===== src/rtl/prog_loader_pkg.sv =====
`default_nettype none
// ============================================================================
// Module   : prog_loader_pkg
// Brief    : Shared types and constants for the program loader.
// Revision : 1.0 - initial release
// ============================================================================
package prog_loader_pkg;

    localparam int unsigned c_default_addr_w    = 10;
    localparam int unsigned c_default_max_words = 1024;
    localparam logic [31:0] c_hlt_opcode        = 32'hfc000000;

    typedef enum logic [2:0] {
        IDLE    = 3'd0,
        LOAD    = 3'd1,
        RELEASE = 3'd2,
        RUN     = 3'd3,
        DONE    = 3'd4
    } state_t;

endpackage
`default_nettype wire


===== src/rtl/prog_loader.sv =====
`default_nettype none
// ============================================================================
// Module   : prog_loader
// Brief    : Streams a program into instruction memory, releases the core,
//            waits for HLT. Optional PROG_LOADER_CHECKSUM_EN adds a word sum.
// Revision : 1.0 - initial release
// ============================================================================
module prog_loader
    import prog_loader_pkg::*;
#(
    parameter int ADDR_W    = c_default_addr_w,
    parameter int MAX_WORDS = c_default_max_words
) (
    input  logic              clk1,
    input  logic              rst,
    input  logic              start,
    input  logic              in_valid,
    output logic              in_ready,
    input  logic [31:0]       in_data,
    input  logic              in_last,
    output logic              mem_we,
    output logic [ADDR_W-1:0] mem_addr,
    output logic [31:0]       mem_wdata,
    output logic              core_hold,
    output logic              core_pc_clr,
    input  logic              core_halted,
    output logic              busy,
    output logic              done,
    output logic [ADDR_W:0]   word_count,
`ifdef PROG_LOADER_CHECKSUM_EN
    output logic [31:0]       checksum,
`endif
    output logic              err_overflow
);

    localparam logic [ADDR_W:0] c_last_idx = (ADDR_W+1)'(MAX_WORDS - 1);

    state_t          r_state;
    state_t          w_state_nxt;
    logic [ADDR_W:0] r_word_count;
    logic            r_err_overflow;
    logic            r_run_first;
    logic            w_accept;
    logic            w_at_cap;
    logic            w_start_load;

    assign w_at_cap     = (r_word_count == c_last_idx);
    assign w_start_load = start && ((r_state == IDLE) || (r_state == DONE));

    always_comb begin
        w_state_nxt = r_state;
        w_accept    = 1'b0;
        in_ready    = 1'b0;
        mem_we      = 1'b0;
        mem_addr    = '0;
        mem_wdata   = '0;
        core_hold   = 1'b1;
        core_pc_clr = 1'b0;
        busy        = 1'b0;
        done        = 1'b0;

        unique case (r_state)
            IDLE: begin
                if (start) w_state_nxt = LOAD;
            end
            LOAD: begin
                in_ready = 1'b1;
                busy     = 1'b1;
                if (in_valid) begin
                    w_accept  = 1'b1;
                    mem_we    = 1'b1;
                    mem_addr  = r_word_count[ADDR_W-1:0];
                    mem_wdata = in_data;
                    if (in_last)       w_state_nxt = RELEASE;
                    else if (w_at_cap) w_state_nxt = DONE;
                end
            end
            RELEASE: begin
                core_pc_clr = 1'b1;
                busy        = 1'b1;
                w_state_nxt = RUN;
            end
            RUN: begin
                core_hold = 1'b0;
                busy      = 1'b1;
                // The core's halt flag may still be stale from the previous program
                // during the first RUN cycle, so it is only trusted afterwards.
                if (!r_run_first && core_halted) w_state_nxt = DONE;
            end
            DONE: begin
                done = 1'b1;
                if (start) w_state_nxt = LOAD;
            end
            default: begin
                w_state_nxt = IDLE;
            end
        endcase
    end

    always_ff @(posedge clk1) begin
        if (rst) begin
            r_state        <= IDLE;
            r_word_count   <= '0;
            r_err_overflow <= 1'b0;
            r_run_first    <= 1'b0;
        end else begin
            r_state     <= w_state_nxt;
            r_run_first <= (r_state == RELEASE);
            if (w_start_load) begin
                r_word_count   <= '0;
                r_err_overflow <= 1'b0;
            end else if (w_accept) begin
                r_word_count <= r_word_count + 1'b1;
            end
            if (w_accept && !in_last && w_at_cap) r_err_overflow <= 1'b1;
        end
    end

    assign word_count   = r_word_count;
    assign err_overflow = r_err_overflow;

`ifdef PROG_LOADER_CHECKSUM_EN
    logic [31:0] r_checksum;

    always_ff @(posedge clk1) begin
        if (rst) begin
            r_checksum <= '0;
        end else if (w_start_load) begin
            r_checksum <= '0;
        end else if (w_accept) begin
            r_checksum <= r_checksum + in_data;
        end
    end

    assign checksum = r_checksum;
`endif

endmodule
`default_nettype wire


===== config.mk =====
export PLATFORM = sky130hd
export DESIGN_NAME = prog_loader
export DESIGN_NICKNAME = d
export VERILOG_FILES = /design/src/rtl/prog_loader_pkg.sv /design/src/rtl/prog_loader.sv
export SDC_FILE = /design/constraint.sdc
export NUM_CORES = 1
export LEC_CHECK = 0
export CELL_PAD_IN_SITES_DETAIL_PLACEMENT = 0
export CELL_PAD_IN_SITES_GLOBAL_PLACEMENT = 1
export CORE_MARGIN = 5
export CORE_UTILIZATION = 19
export DETAILED_ROUTE_END_ITERATION = 8
export GPL_ROUTABILITY_DRIVEN = 0
export PLACE_DENSITY = 0.77
export SYNTH_ARGS = -nofsm -noshare
export SYNTH_HDL_FRONTEND = slang
export SYNTH_SLANG_ARGS = --single-unit
export TNS_END_PERCENT = 1

===== constraint.sdc =====
create_clock -name clk1 -period 1.6 [get_ports clk1]
set_input_delay 0.4 -clock clk1 [delete_from_list [all_inputs] [get_ports clk1]]
set_output_delay 0.4 -clock clk1 [all_outputs]
set_load 0.05 [all_outputs]

# == Word-level counts from Yosys, hierarchy flattened ==
# Cells that the tools add are included.
# totals
register_bits,16
in_bits,38
out_inout_bits,60
word_cells,46
# classes
addsub,1
eq_ne,9
mux,19
n_reduce_logical,13
# ops
operator,n
32-bit two-way mux,2
10-bit two-way mux,2
3-bit two-way mux,5
3-bit case mux with 4 select lines,1
"11-bit by 1-bit adder with 11-bit output, second input constant",1
"11-bit by 10-bit equality test with 1-bit output, second input constant",1
1-bit two-way mux,9
"3-bit by 2-bit equality test with 1-bit output, second input constant",2
1-bit logical AND,4
"2-bit != test, second input constant",2
4-bit AND reduction,1
2-bit OR reduction,2
"3-bit by 1-bit equality test with 1-bit output, second input constant",1
"3-bit equality test, second input constant",1
3-bit zero test,1
"3-bit != test, second input constant",1
3-bit OR reduction,1
1-bit zero test,2
"2-bit by 1-bit != test with 1-bit output, second input constant",1
2-bit nonzero test,1
1-bit logical OR,1

# == Depth between registers and ports, before layout ==
# logic_depth
word_depth,5
ltp_mapped,7
ltp_nobuf,4

# == Worst setup path before layout ==
# OpenSTA, ideal clock, no wires.
# synth_path
kind,register to output
start,register r_state[2]
end,output port mem_addr[0]
arrival_ps,1959
required_ps,1200
path_slack_ps,-759
path_stages_with_launch,7
path_buffers,3
cell_sequence,dfxtp_1 -> buf_6 -> nand4bb_4 -> buf_6 -> clkinv_1 -> clkbuf_1 -> and2_1
# synth_between
elab_chain_len,2
# synth_lines
item,line_no,text
start: declaration,prog_loader.sv:38,state_t r_state;
start signal: assignment,prog_loader.sv:107,r_state <= w_state_nxt;
3-bit by 1-bit equality test with 1-bit output,prog_loader.sv:62,unique case (r_state)
10-bit two-way mux,prog_loader.sv:62,
end: declaration,prog_loader.sv:22,"output logic [ADDR_W-1:0] mem_addr,"
# Every way passes these cells.

# == Final worst setup path ==
# layout_path
start,register r_state[2]
end,output port mem_wdata[14]
# layout_between
elab_chain_len,2
# layout_lines
item,line_no,text
3-bit by 1-bit equality test with 1-bit output,prog_loader.sv:62,
32-bit two-way mux,prog_loader.sv:62,
end: declaration,prog_loader.sv:23,"output logic [31:0] mem_wdata,"
# Every way passes these cells.

==> results.py <==
metrics = {
    "clock_network": {
        "ctsHoldBuffers": 0,
        "cts_tree": "yes",
        "clock-sinks": 16,
        "clock_path_buffers": 2,
        "cts_buffers": 3,
        "htreeDepth": 1,
        "path_clk_slew_ns": 0.06,
        "insertion_delay_ns": 0.25,
        "cts-root-buf": "clkbuf_8",
    },
    "cells_and_area": {
        "final_nets": 316,
        "diodes": 0,
        "layout_commonest_cell": "clkdlybuf4s50_1",
        "fillCellCount": 542,
        "final_cell_mix": "clkdlybuf4s50_1 (36), buf_8 (35), and2_4 (34)",
        "syn_to_final_growth_pct": 169.6,
        "final_cells": 351,
        "stdcell_area_um2": 3137,
        "drive_above_1_share_pct": 56.88,
    },
    "setup_path": {
        "crit_path_end_kind": "output pin",
        "reg2reg_depth": 4,
        "cp_slowest_stage_delay_ns": 0.32,
        "reg2reg_slack_ns": 0.06,
        "path_cells": "nand4bb_4, inv_8, clkbuf_16, and2_4, buf_8",
        "slowest_stage": "dfxtp_2",
        "crit_type": "reg -> out",
        "start_kind": "register",
        "crit_start": "r_state[2]$_SDFFE_PP0P_",
        "critPathMaxFanout": 6,
        "worstPathArrival_ns": 1.43,
        "r2r_start": "r_state[2]$_SDFFE_PP0P_",
        "cp.required_ns": 1.20,
    },
    "synth": {
        "synth-edff-count": 0,
        "netlist_area_um2": 1164,
        "async_flop_share_pct": 0,
        "synth_top_area_cell": "dfxtp_1",
        "synthCells": 151,
        "synth.area.top_cells": "dfxtp_1 (28%), and2_1 (20%), a21oi_1 (3.4%)",
        "seq_area_frac_synth_pct": 27.53,
        "yosysWarnings": 0,
        "synth_top_area_share_pct": 27.53,
        "synth_ff_type": "dfxtp_1",
        "ys_types": 36,
        "synth.avg_cell_area_um2": 7.706,
        "synth_fp_nets": 190,
        "ys_seq_elements": 16,
    },
    "timing": {
        "finalCritPeriodShare_pct": 114.2,
        "rsz0062_at_grt": "yes",
        "layout_setup_ws_ns": -0.2265,
        "finalClockSkew_ns": 0.007173,
        "fin_setup_tns_ns": -8.456,
        "setup_viol": 44,
        "hold_ws_ns": 0.5524,
        "fin_crit_ns": 1.826,
        "fmax_mhz": 547.5,
        "drv_slew": 0,
        "hold_violations": 0,
        "tightest_slew_ns": 0.3253,
        "maxSlewHeadroom_pct": 78.01,
    },
    "die": {
        "num_rows": 28,
        "die-area_um2": 7789,
        "io_pins": 98,
        "start_util_pct": 19.65,
        "core_um2": 5921,
        "die_h_um": 88.26,
        "die_x_um": 88.26,
    },
    "global_routing": {
        "use_met3_pct": 4.190,
        "met1_usage_pct": 12.02,
        "met2_usage_pct": 21.35,
        "grt.busiest_layer": "met2",
        "grt_start_max_net_pins": 24,
        "antenna_found_initial": 0,
        "gr-total-overflow": 0,
        "grt_pass1_wl_um": 7038,
        "track_usage_pct": 11.52,
        "grt_pass1_vias": 1519,
    },
    "routing": {
        "post-route-drc-count": 0,
        "via_count": 1587,
        "wl_um": 5188,
        "drtIter0Drc": 76,
        "drt_pre_antenna_iters": 4,
        "antenna_left": 0,
        "via_per_inst": 4.521,
        "wl_per_cell_um": 14.78,
    },
    "power": {
        "power.density_nw_per_um2": 466.2,
        "leakagePower_uw": 0.001253,
        "ir_worst_vdd_mv": 0.2464,
    },
    "place": {
        "dp.cells": 339,
        "dpl.hpwl_um": 3419,
        "place_worst_setup_slack_ns": -0.4870,
        "port_buffers": 97,
        "dpl_cell_area_um2": 2516,
    },
    "min_path": {
        "hp-start": "err_overflow$_SDFFE_PP0P_",
        "min_path_cells": 1,
        "min_path_type": "reg -> reg",
    },
    "flow_run": {
        "maxCapViolations": 0,
    },
    "outcome": {
        "status": "complete, but fails checks",
        "violations": "setup timing",
    },
}
[logic make-up after synthesis]
logic type               count (synthesis)  synth area share [%]
buffers and inverters                   18                 7.204
adder cells (fa/ha/maj)                  1                 1.075
multiplexers                             4                 3.441
AO/OA/AOI/OAI                           21                 12.26
AND/OR/NAND/NOR                         90                 47.74
flip-flops                              16                 27.53
XOR/XNOR                                 1                0.7528
[cell usage after synthesis (2+ instances only)]
library cell / n
a21oi_1: 8
and2_1: 38
buf_6: 2
clkbuf_1: 7
clkinv_1: 2
dfxtp_1: 16
inv_1: 6
mux2i_1: 4
nand2_1: 5
nand3_1: 8
nand3b_1: 5
nand4_1: 4
nor2_1: 8
nor2b_1: 2
nor3_1: 4
nor4_1: 5
o31ai_1: 4
or4_1: 5
[worst max-delay path: cells and delay by family (launching register included)]
family	cells	cell delay [ns]
buffers and inverters	3	0.45
and+or+nand+nor	2	0.41
DFF	1	0.32
[through the flow]
step | power, uW | util, %
2_1_floorplan | 689.8 | -
3_3_place_gp | 930.0 | 42.50
3_5_place_dp | 932.1 | 42.50
4_1_cts | 1355 | 46.89
5_1_grt | 1520 | 52.98
6_report | 1462 | 52.98
[path summary, 6_finish.rpt]
kind | endpoint
min reg2reg | err_overflow$_SDFFE_PP0P_
min | err_overflow$_SDFFE_PP0P_
max reg2reg | word_count[8]$_SDFFE_PP0N_
max | mem_wdata[14]
[registers in the layout, indices dropped and copies added, names as in the netlist]
signal and flops:
err_overflow 1, r_state 3, word_count 11, r_run_first 1
[area by class of cell]
class	count	area (um2)	area share (%)
Multi-Input combinational cell	117	910.9	29.04
Tap cell	75	93.84	2.992
Inverter	8	37.54	1.197
Timing Repair Buffer	131	1715	54.69
Sequential cell	16	324.1	10.33
Clock buffer	4	55.05	1.755
[timing repair]
item	in CTS	in global routing
resized for setup	54	80
cloned	1	4
buffers inserted	0	3
pin swaps	0	37
setup endpoints to repair	58	51
[layer usage]
| layer | vias up | share of wire, % |
|---|---|---|
| li1 | 786 | - |
| met1 | 725 | 39 |
| met2 | 74 | 50 |
| met3 | 2 | 10 |
| met4 | 0 | 0.77 |
| met5 | - | 0 |
[power breakdown]
part	leakage, uW	internal, uW	switching, uW	total, uW
combinational	0.00109	352	332	685
sequential	0.000131	405	5.28	410
clock	0.0000288	218	149	368
Note: power is estimated with default switching activity, not from simulation.
